File: config.mk
export PLATFORM = sky130hd
export DESIGN_NAME = player_damage_ctl
export DESIGN_NICKNAME = d
export VERILOG_FILES = /design/src/rtl/game_pkg.sv /design/src/rtl/player_box_hit.sv /design/src/rtl/player_damage_ctl.sv
export SDC_FILE = /design/constraint.sdc
export NUM_CORES = 1
export LEC_CHECK = 0
export BUFFER_PORTS_ARGS = -buffer_cell sky130_fd_sc_hd__buf_2
export CORE_MARGIN = 3
export CORE_UTILIZATION = 49
export DETAILED_ROUTE_END_ITERATION = 10
export PLACE_DENSITY = 0.81
export SYNTH_ARGS = -nofsm -noshare
export SYNTH_HDL_FRONTEND = slang
export SYNTH_HIERARCHICAL = 1
export SYNTH_SLANG_ARGS = --single-unit
File: constraint.sdc
create_clock -name clk -period 2.6 [get_ports clk]
set_input_delay 0.52 -clock clk [delete_from_list [all_inputs] [get_ports clk]]
set_output_delay 0.52 -clock clk [all_outputs]
set_load 0.005 [all_outputs]
File: src/rtl/game_pkg.sv
// Shared definitions for the game pipeline stages.
// Field offsets of the delayed timing bundle and the obstacle data word,
// plus the state encoding of the player damage controller.
package game_pkg;

  // delayed_signals = {vcount, vsync, vblnk, hcount, hsync, hblnk}
  localparam int VCOUNT_MSB = 27;
  localparam int VCOUNT_LSB = 16;
  localparam int VSYNC_BIT  = 15;
  localparam int VBLNK_BIT  = 14;
  localparam int HCOUNT_MSB = 13;
  localparam int HCOUNT_LSB = 2;
  localparam int HSYNC_BIT  = 1;
  localparam int HBLNK_BIT  = 0;

  // obstacle_data = {obstacle_x, obstacle_y, rgb}
  localparam int OBS_X_MSB   = 35;
  localparam int OBS_X_LSB   = 24;
  localparam int OBS_Y_MSB   = 23;
  localparam int OBS_Y_LSB   = 12;
  localparam int OBS_RGB_MSB = 11;
  localparam int OBS_RGB_LSB = 0;

  typedef enum logic [1:0] {
    ST_IDLE   = 2'd0,
    ST_ARMED  = 2'd1,
    ST_INVULN = 2'd2,
    ST_DEAD   = 2'd3
  } dmg_state_e;

endpackage

File: src/rtl/player_box_hit.sv
// Registered per-pixel overlap test between a lit obstacle pixel and the
// player box [xpos, xpos+PLAYER_SIZE-1] x [ypos, ypos+PLAYER_SIZE-1].
// Ports:
//   clk, rst       pixel clock, synchronous active-low reset
//   hcount_i       current pixel column
//   vcount_i       current pixel row
//   hblnk_i        horizontal blanking
//   vblnk_i        vertical blanking
//   rgb_i          obstacle colour at this pixel
//   xpos_i, ypos_i player box top-left corner
//   px_hit_o       overlap of the previous pixel (1-cycle latency)
module player_box_hit #(
  parameter int          PLAYER_SIZE = 16,
  parameter logic [11:0] BG_COLOR    = 12'h000
) (
  input  logic        clk,
  input  logic        rst,
  input  logic [11:0] hcount_i,
  input  logic [11:0] vcount_i,
  input  logic        hblnk_i,
  input  logic        vblnk_i,
  input  logic [11:0] rgb_i,
  input  logic [11:0] xpos_i,
  input  logic [11:0] ypos_i,
  output logic        px_hit_o
);

  // Upper box edges are formed in 13 bits so a box hugging the right or
  // bottom edge of the 12-bit coordinate space does not wrap to zero.
  logic [12:0] x_hi;
  logic [12:0] y_hi;
  logic        in_x;
  logic        in_y;
  logic        px_hit_d;
  logic        px_hit_q;

  assign x_hi = {1'b0, xpos_i} + 13'(PLAYER_SIZE);
  assign y_hi = {1'b0, ypos_i} + 13'(PLAYER_SIZE);

  assign in_x = (hcount_i >= xpos_i) && ({1'b0, hcount_i} < x_hi);
  assign in_y = (vcount_i >= ypos_i) && ({1'b0, vcount_i} < y_hi);

  assign px_hit_d = !hblnk_i && !vblnk_i && (rgb_i != BG_COLOR) && in_x && in_y;

  always_ff @(posedge clk) begin
    if (!rst) px_hit_q <= 1'b0;
    else      px_hit_q <= px_hit_d;
  end

  assign px_hit_o = px_hit_q;

endmodule

File: src/rtl/player_damage_ctl.sv
// Player damage controller: collects per-pixel overlaps into a per-frame
// hit flag, then on each frame tick (vsync rising edge) applies damage,
// runs the invulnerability window and tracks HP.
//
// state     | meaning
// ----------+-----------------------------------------------------------
// ST_IDLE   | after reset, no game running, HP held
// ST_ARMED  | game running, a hit frame costs DAMAGE HP
// ST_INVULN | immune after a hit, invuln_cnt counts remaining ticks
// ST_DEAD   | HP exhausted, waiting for a new game
//
// Ports:
//   clk, rst         pixel clock, synchronous active-low reset
//   delayed_signals  {vcount, vsync, vblnk, hcount, hsync, hblnk}
//   obstacle_data    {obstacle_x, obstacle_y, rgb}; only rgb used
//   xpos, ypos       player box top-left corner
//   game_on          gameplay active; ticks are ignored while low
//   play_selected    new game pulse, overrides everything else
//   hp               current HP
//   hit              1-cycle pulse when damage is applied
//   invuln           high during the invulnerability window
//   game_over        1-cycle pulse when HP reaches 0
module player_damage_ctl
  import game_pkg::*;
#(
  parameter int          PLAYER_SIZE   = 16,
  parameter logic [11:0] BG_COLOR      = 12'h000,
  parameter logic [7:0]  MAX_HP        = 8'd100,
  parameter logic [7:0]  DAMAGE        = 8'd10,
  parameter logic [5:0]  INVULN_FRAMES = 6'd60
) (
  input  logic        clk,
  input  logic        rst,
  input  logic [27:0] delayed_signals,
  input  logic [35:0] obstacle_data,
  input  logic [11:0] xpos,
  input  logic [11:0] ypos,
  input  logic        game_on,
  input  logic        play_selected,
  output logic [7:0]  hp,
  output logic        hit,
  output logic        invuln,
  output logic        game_over
);

  dmg_state_e  state_q, state_d;
  logic [7:0]  hp_q, hp_d;
  logic        hit_q, hit_d;
  logic        invuln_q, invuln_d;
  logic        game_over_q, game_over_d;
  logic        frame_hit_q, frame_hit_d;
  logic [5:0]  invuln_cnt_q, invuln_cnt_d;
  logic        vsync_q;

  logic        vsync;
  logic        tick;
  logic        px_hit;
  logic [7:0]  hp_after;
  logic        unused_fields;

  assign vsync    = delayed_signals[VSYNC_BIT];
  assign tick     = vsync && !vsync_q;
  assign hp_after = (hp_q > DAMAGE) ? hp_q - DAMAGE : 8'd0;

  assign unused_fields = ^{obstacle_data[OBS_X_MSB:OBS_Y_LSB], delayed_signals[HSYNC_BIT]};

  player_box_hit #(
    .PLAYER_SIZE (PLAYER_SIZE),
    .BG_COLOR    (BG_COLOR)
  ) u_box_hit (
    .clk      (clk),
    .rst      (rst),
    .hcount_i (delayed_signals[HCOUNT_MSB:HCOUNT_LSB]),
    .vcount_i (delayed_signals[VCOUNT_MSB:VCOUNT_LSB]),
    .hblnk_i  (delayed_signals[HBLNK_BIT]),
    .vblnk_i  (delayed_signals[VBLNK_BIT]),
    .rgb_i    (obstacle_data[OBS_RGB_MSB:OBS_RGB_LSB]),
    .xpos_i   (xpos),
    .ypos_i   (ypos),
    .px_hit_o (px_hit)
  );

  always_ff @(posedge clk) begin
    if (!rst) begin
      state_q      <= ST_IDLE;
      hp_q         <= 8'd0;
      hit_q        <= 1'b0;
      invuln_q     <= 1'b0;
      game_over_q  <= 1'b0;
      frame_hit_q  <= 1'b0;
      invuln_cnt_q <= 6'd0;
      vsync_q      <= 1'b0;
    end else begin
      state_q      <= state_d;
      hp_q         <= hp_d;
      hit_q        <= hit_d;
      invuln_q     <= invuln_d;
      game_over_q  <= game_over_d;
      frame_hit_q  <= frame_hit_d;
      invuln_cnt_q <= invuln_cnt_d;
      vsync_q      <= vsync;
    end
  end

  always_comb begin
    state_d = state_q;
    if (play_selected) begin
      state_d = ST_ARMED;
    end else if (tick && game_on) begin
      case (state_q)
        ST_ARMED: begin
          if (frame_hit_q) state_d = (hp_after == 8'd0) ? ST_DEAD : ST_INVULN;
        end
        ST_INVULN: begin
          if (invuln_cnt_q == 6'd0) state_d = ST_ARMED;
        end
        default: state_d = state_q;
      endcase
    end
  end

  // The tick that consumes frame_hit also clears it, so overlaps seen in
  // the tick cycle itself land in the next frame.
  always_comb begin
    hp_d         = hp_q;
    hit_d        = 1'b0;
    game_over_d  = 1'b0;
    invuln_d     = invuln_q;
    invuln_cnt_d = invuln_cnt_q;
    frame_hit_d  = frame_hit_q | px_hit;
    if (play_selected) begin
      hp_d         = MAX_HP;
      invuln_d     = 1'b0;
      invuln_cnt_d = 6'd0;
      frame_hit_d  = 1'b0;
    end else if (tick) begin
      frame_hit_d = 1'b0;
      if (game_on) begin
        case (state_q)
          ST_ARMED: begin
            if (frame_hit_q) begin
              hp_d  = hp_after;
              hit_d = 1'b1;
              if (hp_after == 8'd0) begin
                game_over_d = 1'b1;
              end else begin
                invuln_d     = 1'b1;
                invuln_cnt_d = INVULN_FRAMES - 6'd1;
              end
            end
          end
          ST_INVULN: begin
            if (invuln_cnt_q == 6'd0) invuln_d = 1'b0;
            else                      invuln_cnt_d = invuln_cnt_q - 6'd1;
          end
          ST_DEAD:  hp_d = 8'd0;
          default:  hp_d = hp_q;
        endcase
      end
    end
  end

  assign hp        = hp_q;
  assign hit       = hit_q;
  assign invuln    = invuln_q;
  assign game_over = game_over_q;

endmodule

Word level (Yosys, flattened, before mapping)
Cells that the tools add are included.
- input bits: 92
- word-level logic and storage cells: 88
- output and inout port bits: 11
- bits in registers: 22
- $lt $le $gt $ge: 5
- multiplexer cells: 22
- equality and inequality tests: 9
- bitwise logic cells: 6
- add/sub/neg operators: 4
- reductions and logical operators: 31
- operators by type and width (operator ; count):
    $add 12x5->13 const B ; 2
    $lt 12x13->1 ; 2
    $ge 12x12->1 ; 2
    $mux 7 ; 3
    $mux 6 ; 3
    $mux 8 ; 2
    $pmux 8 s2 ; 1
    $reduce_and 4->1 ; 4
    $pmux 6 s2 ; 1
    $reduce_and 6->1 ; 2
    $reduce_bool 12->1 ; 1
    $reduce_bool 2->1 ; 5
    $gt 8x4->1 const B ; 1
    $logic_and 1x1->1 ; 8
    $logic_not 8->1 ; 1
    $mux 1 ; 8
    $ne 2x2->1 const B ; 4
    $sub 8x4->8 const B ; 1
    $logic_not 6->1 ; 1
    $ne 3x3->1 const B ; 2
    $reduce_bool 3->1 ; 2
    $reduce_or 6->1 ; 1
    $sub 6x1->6 const B ; 1
    $not 1->1 ; 5
    other kinds (10) ; 14

Depth between registers and ports, before layout
Gate-level depths: netlist of the first run.
- word-level depth: 8
- gate-level depth with buffers: 10
- mapped depth without buffers: 10

Hierarchy
The synthesis of the first run kept the hierarchy.
- modules (own cells, without submodules) (module ; sequential area each (um^2) ; cells each ; instances ; area each (um^2)):
    player_box_hit ; 20.0 ; 174 ; 1 ; 1321.3
    player_damage_ctl ; 420.4 ; 132 ; 1 ; 1198.6

Worst setup path before layout of the first run
Ideal clock, no wire load.
- path type: input port to flip-flop
- from: input port ypos[4]
- to: register u_box_hit.px_hit_q (netlist: u_box_hit/px_hit_o)
- arrival: 2.090 ns
- required time: 2.512 ns
- buffers on the path: 0
- slack: 0.422 ns
- library setup time: 0.088 ns
- stages on the path: 9
- path through: ha_1 nand2_1 xnor2_1 ha_1 a21o_2 a21o_2 a22oi_2 nand4_1 nor4_2
- word-level cells in the longest chain between the ends: 4
- elaborated cells on any way between the ends: 5
- those cells by class: add/sub (1); order compare (2); reduce/logical (2)
- RTL lines (what ; RTL line ; RTL):
    start, declared ; player_damage_ctl.sv:37 ; input logic [11:0] ypos,
    $add 12x5->13 ; player_box_hit.sv:38 ; assign y_hi = {1'b0, ypos_i} + 13'(PLAYER_SIZE);
    $lt 12x13->1 ; player_box_hit.sv:41 ; assign in_y = (vcount_i >= ypos_i) && ({1'b0, vcount_i} < y_hi);
    $logic_and 1x1->1 (*) ; player_box_hit.sv:41 ;
    $logic_and 1x1->1 (*) ; player_box_hit.sv:43 ; assign px_hit_d = !hblnk_i && !vblnk_i && (rgb_i != BG_COLOR) && in_x && in_y;
    end signal, assigned ; player_box_hit.sv:47 ; else px_hit_q <= px_hit_d;
    end, declared ; player_box_hit.sv:35 ; logic px_hit_q;
Every way passes the cells marked *; elsewhere a longest branch is shown, timed or not.
A chain may end at the register's enable or synchronous reset.

Final worst setup path of the first run
- from: register hp_q[1] (netlist: hp[1])
- to: register invuln_cnt_q[5]
- word-level cells in the longest chain between the ends: 5
- elaborated cells on any way between the ends: 6
- those cells by class: add/sub (1); order compare (1); eq/ne (1); mux (1); reduce/logical (2)
- RTL lines (what ; RTL line ; RTL):
    start, declared ; player_damage_ctl.sv:47 ; logic [7:0] hp_q, hp_d;
    start signal, assigned ; player_damage_ctl.sv:95 ; hp_q <= hp_d;
    $sub 8x4->8 or $gt 8x4->1 (tied branches) ; player_damage_ctl.sv:63 ; assign hp_after = (hp_q > DAMAGE) ? hp_q - DAMAGE : 8'd0;
    $mux 8 (*) ; player_damage_ctl.sv:63 ;
    $logic_not 8->1 (*) ; player_damage_ctl.sv:144 ; if (hp_after == 8'd0) begin
    $ne 2x2->1 (no source line) (*) ; - ;
    $reduce_and 6->1 (no source line) (*) ; - ;
    end signal, assigned ; player_damage_ctl.sv:100 ; invuln_cnt_q <= invuln_cnt_d;
    end, declared ; player_damage_ctl.sv:52 ; logic [5:0] invuln_cnt_q, invuln_cnt_d;
Marked as above.

==> reports/metrics.yaml, run 1 <==
crit_end: "invuln_cnt_q[5]"
hold_violations: 0
worst_slew_pin_slew_ps: 796.1
utilization_pct: 62.32
p_int_uw: 591.8
hold_class: "flip-flop to flip-flop"
ctsRootBufferMaster: "clkbuf_8"
fin_skew_ps: 3.928
power.density_mw_per_mm2: 285.6
grt_pass1_wl_mm: 9.756
dr.pass1.iters: 4
rows: 25
reg2reg_from: "hp[1]"
die_area_mm2: 0.006039
port_buffers: 77
synthDistinctLibCells: 53
io_pins: 103
highest_layer: "met4"
clkTransAtPathRegs_ps: 80
drtIter0Drc: 150
synth.avg_cell_area_um2: 8.235
synthCells: 306
drc_errors: 0
cts_resized: 0
r2r_slack_ps: 260
fillers: 438
start_util_pct: 51.97
grt_max_degree: 12
power_frac_comb_pct: 35.2
area_growth_pct: 19.91
finalSetupViolations: 0
place.gp.congestion: 0.8590
rsz0062_at_grt: "no"
synth_edf_count: 0
antenna_cells: 0
drv_cap: 0
r2r-end: "invuln_cnt_q[5]"
antenna_found_initial: 0
min_path_cells: 2
synth_area_mm2: 0.002520
layout_commonest_cell: "buf_2"
hpwl_mm: 4.973
post-route-period-util_pct: 90.15
swShare_pct: 31.43
first_global_vias: 2385
clkLatencyLatePin_ps: 260
yosysSeqAreaShare_pct: 17.48
final_max_slew_viol_count: 0
wirelength_mm: 5.781
routed-wl-met3_um: 237
ctsHoldBuffers: 0
peakVddDrop_v: 0.0001552
relSlewSlack_pct: 46.69
synth_ff_type: "dfxtp_1"
vias: 2536
htree_levels: 1
criticalPathCategory: "flip-flop to flip-flop"
route.met2.wl_mm: 3.028
worstSetupStartpointType: "flip-flop"
yosysWarnings: 6
clk_path_buf_depth: 2
share_clk_of_total_power_pct: 24.3
critical_path_peak_fanout: 6
die_x_um: 77.71
r2r_cells: 7
cp_data_required_time_ps: 2730
wire_per_inst_um: 12.85
arrival_ps: 2470
end_kind: "flip-flop"
p_leak_uw: 0.001496
cts_buffers: 3
cts_setup_buffers: 0
overflow: 0
final_cell_mix: "buf_2, ha_1, inv_1, a21oi_1, dfxtp_1"
drtAntennaViolNets: 0
pwr-share-seq_pct: 40.5
min_period_ps: 2344
clock_sinks: 22
syn_nets: 443
synthArstFlopShare_pct: 0
coreArea_mm2: 0.004848
drive_above_1_share_pct: 26.63
fin_setup_tns_ps: 0
nets: 522
vias_per_cell: 5.636
wl_met1_mm: 2.471
outcome: "completed"
p_sw_uw: 271.2
ys_ff_latch: 22
max_freq_mhz: 426.6
cts_tree: "yes"
startpoint: "hp[1]"
die_height_um: 77.71
grt_util_all_layers_pct: 18.88
## cells by family after synthesis
logic type	synth area share [%]
mux	1.192
simple gates	22.59
fa+ha+maj	22.34
buf+inv	6.752
flops	17.48
compound gates	24.78
xor+xnor	4.866
## power by group through the flow
stage,Sequential [uW],Clock (uW),Combinational [uW]
CTS,349,216,305
detailed placement,357,0,303
global route,350,229,348
global placement,357,0,292
finish,349,210,304
floorplan,356,0,189
## metrics by stage
stage	hold slack [ps]	total power (uW)	std cells	instance area [um2]	setup WS, ps
finish	444.7	863.0	450	3022	256.0
global route	466.1	927.6	450	3022	125.5
CTS	446.5	870.0	450	3022	254.4
detailed placement	438.1	659.9	447	2980	185.0
global placement	435.6	649.2	447	2980	222.8
floorplan	424.2	545.5	306	2520	422.3
## synthesized netlist by cell type (5+ instances only)
cell type | instances | area share, %
xnor2_1 | 12 | 4.2
dfxtp_1 | 22 | 17
nor3_1 | 7 | 1.4
and3_1 | 8 | 2.0
nor2_1 | 12 | 1.8
ha_1 | 45 | 22
nand2_1 | 20 | 3.0
a21oi_1 | 22 | 4.4
a21o_1 | 8 | 2.4
nand4_1 | 5 | 1.2
nand3_1 | 13 | 2.6
o21ai_0 | 16 | 3.2
inv_1 | 37 | 5.5
## sequential cells by signal, summed over array words and instances, names as in the netlist
| name | flops |
|---|---|
| frame_hit_q | 1 |
| game_over | 1 |
| hit | 1 |
| hp | 8 |
| invuln | 1 |
| invuln_cnt_q | 6 |
| state_q | 2 |
| u_box_hit/px_hit_o | 1 |
| vsync_q | 1 |
## layer usage
metal  vias up  global-route usage (%)
met5         -                       0
met4         0                   4.448
met3         4                   2.088
met2        56                   36.13
met1      1197                   22.07
li1       1279                       -
## final cells by class
| class | count | area, um2 | area share [%] |
|---|---|---|---|
| Clock buffer | 3 | 41.29 | 1.366 |
| Multi-Input combinational cell | 241 | 1909 | 63.19 |
| Timing Repair Buffer | 80 | 407.9 | 13.50 |
| Sequential cell | 22 | 440.4 | 14.58 |
| Tap cell | 67 | 83.83 | 2.774 |
| Inverter | 37 | 138.9 | 4.596 |
## critical path, cell delays in order (launching register included)
cell	delay [ps]
dfxtp_1	430
inv_1	120
ha_1	270
or3b_1	400
a2111oi_4	360
nand4_4	200
o211ai_4	310
a221oi_2	110
## worst min path at each step
stage	startpoint	to	slack (ps)
after floorplan	vsync_q	frame_hit_q	420
after detailed placement	vsync_q	frame_hit_q	440
after global routing	delayed_signals[15]	frame_hit_q	470
final	vsync_q	frame_hit_q	440
after global placement	vsync_q	frame_hit_q	440
after CTS	delayed_signals[15]	frame_hit_q	450
Note: power is estimated with default switching activity, not from simulation.
==> run 2, diff against run 1 <==
--- a/config.mk
+++ b/config.mk
@@ -6,10 +6,11 @@
 export NUM_CORES = 1
 export LEC_CHECK = 0
 export BUFFER_PORTS_ARGS = -buffer_cell sky130_fd_sc_hd__buf_2
+export CAP_MARGIN = 20
+export CORE_ASPECT_RATIO = 0.7
 export CORE_MARGIN = 3
-export CORE_UTILIZATION = 49
+export CORE_UTILIZATION = 30
 export DETAILED_ROUTE_END_ITERATION = 10
-export PLACE_DENSITY = 0.81
 export SYNTH_ARGS = -nofsm -noshare
 export SYNTH_HDL_FRONTEND = slang
 export SYNTH_HIERARCHICAL = 1
==> reports/metrics.yaml, run 2 (synthesis gave the netlist of run 1 again) <==
max_freq_mhz: 444.8  # +4.3%
cts_buffers: 3  # unchanged
r2r_cells: 7  # unchanged
min_path_cells: 2  # unchanged
vias_per_cell: 5.025  # -11%
hold_violations: 0  # unchanged
criticalPathCategory: "flip-flop to flip-flop"
place.gp.congestion: 0.8255  # -3.9%
relSlewSlack_pct: 49.53  # +2.8 points
cts_resized: 0  # unchanged
first_global_vias: 2328  # -2.4%
grt_util_all_layers_pct: 13.22  # -5.7 points
layout_setup_ws_ps: 351.8  # +95.80 ps
rsz0062_at_grt: "no"
antenna_found_initial: 0  # unchanged
drv_cap: 0  # unchanged
finalHoldWorstSlack_ps: 460.2  # +15.48 ps
wirelength_mm: 6.151  # +6.4%
die_x_um: 115.5  # +49%
clkLatencyLatePin_ps: 250  # about the same
end_kind: "flip-flop"
placedCellCount: 483  # +8.1%
worstSetupStartpointType: "flip-flop"
final_max_slew_viol_count: 0  # unchanged
die_area_mm2: 0.009553  # +58%
hpwl_mm: 5.306  # +6.7%
grt_pass1_wl_mm: 10.42  # +6.8%
coreArea_mm2: 0.008006  # +65%
clkTransAtPathRegs_ps: 60  # -20 ps
area_growth_pct: 23.54
vias: 2442  # -3.7%
peakVddDrop_v: 0.0001926  # +24%
overflow: 0  # unchanged
die_height_um: 82.68  # +6.4%
r2r_slack_ps: 350  # +100 ps
drive_above_1_share_pct: 27.01  # +0.38 points
outcome: "completed"
wire_per_inst_um: 12.66  # -1.5%
post-route-period-util_pct: 86.47  # -3.7 points
antenna_cells: 0  # unchanged
fin_setup_tns_ps: 0  # unchanged
utilization_pct: 38.88  # -23 points
clock_sinks: 22  # unchanged
p_leak_uw: 0.001522  # +1.7%
r2r-end: "invuln_cnt_q[4]"
htree_levels: 1  # unchanged
reg2reg_from: "hp[2]"
dr.pass1.iters: 4  # unchanged
dp_slack_ps: 166.5  # -18.55 ps
cp_data_required_time_ps: 2720  # about the same
drc_errors: 0  # unchanged
port_buffers: 77  # unchanged
rows: 27  # +8.0%
finalSetupViolations: 0  # unchanged
grt_max_degree: 12  # unchanged
fin_skew_ps: 4.013  # +0.08521 ps
hold_class: "flip-flop to flip-flop"
cts_tree: "yes"
fillers: 818  # +87%
layout_commonest_cell: "buf_2"
drtIter0Drc: 106  # -29%
largest_reg_flops: 8  # unchanged
io_pins: 103  # unchanged
cts_setup_buffers: 0  # unchanged
min-delay-start: "vsync_q"
hold_end: "frame_hit_q"
ctsRootBufferMaster: "clkbuf_16"
clk_path_buf_depth: 2  # unchanged
start_util_pct: 31.47  # -21 points
critical_path_peak_fanout: 6  # unchanged
drtAntennaViolNets: 0  # unchanged
nets: 524  # +0.38%
final_cell_mix: "buf_2, ha_1, inv_1, a21oi_1, dfxtp_1"
arrival_ps: 2370  # -100 ps
power.density_mw_per_mm2: 313.9  # +9.9%
worst_slew_pin_slew_ps: 753.8  # -42.32 ps
min_period_ps: 2248  # -95.80 ps
layout.cells.non_filler: 486  # +8.0%
ctsHoldBuffers: 0  # unchanged
-- run 2: cell count changes in the layout (fill, tap and decap cells not counted) --
| cell | previous run | this run |
|---|---|---|
| clkbuf_16 | 0 | 3 |
| buf_4 | 3 | 5 |
| clkbuf_8 | 3 | 0 |
-- run 2: power breakdown --
| group | internal, uW | leakage [uW] | total, uW | switching [uW] |
|---|---|---|---|---|
| combinational | 147 | 0.00131 | 306 | 159 |
| clock | 203 | 0.0000370 | 321 | 118 |
| sequential | 343 | 0.000179 | 350 | 7.82 |
| total | 692 | 0.00152 | 977 | 285 |
-- run 2: worst max path at each step --
stage               startpoint                  to  depth (start not counted)
CTS                      hp[2]     invuln_cnt_q[1]                          7
floorplan              ypos[4]  u_box_hit/px_hit_o                          9
global route             hp[2]     invuln_cnt_q[5]                          7
finish                   hp[2]     invuln_cnt_q[4]                          7
global placement       ypos[6]  u_box_hit/px_hit_o                         10
detailed placement     ypos[6]  u_box_hit/px_hit_o                         10
-- run 2: layout make-up --
type | count | area (um2) | area share (%)
flip-flops and latches | 22 | 440.4 | 14.15
inverters | 37 | 138.9 | 4.461
multi-input cells | 241 | 1909 | 61.33
repair buffers | 82 | 422.9 | 13.59
clock buffers | 3 | 75.07 | 2.412
well taps | 101 | 126.4 | 4.059
-- run 2: worst max-delay path, cell delays in order (launching register included) --
cell and delay [ps]:
dfxtp_1 420, inv_1 70, ha_1 240, or3b_1 410
a2111oi_4 350, nand4_4 210, o211ai_4 300, a221oi_2 110
-- run 2: metrics by stage --
| step | total power (uW) | cell area [um2] |
|---|---|---|
| after floorplan | 545.5 | 2520 |
| after global placement | 657.1 | 3038 |
| after detailed placement | 663.6 | 3038 |
| after CTS | 992.6 | 3113 |
| after global routing | 1052 | 3113 |
| final | 977.2 | 3113 |
-- run 2: per-layer routing --
metal / part of all wire [%] / track usage, % / vias up
met5: 0 / 0 / -
met4: 1.3 / 3.048 / 0
met3: 4.9 / 2.112 / 6
met2: 44 / 21.54 / 56
met1: 50 / 18.38 / 1090
li1: - / - / 1290
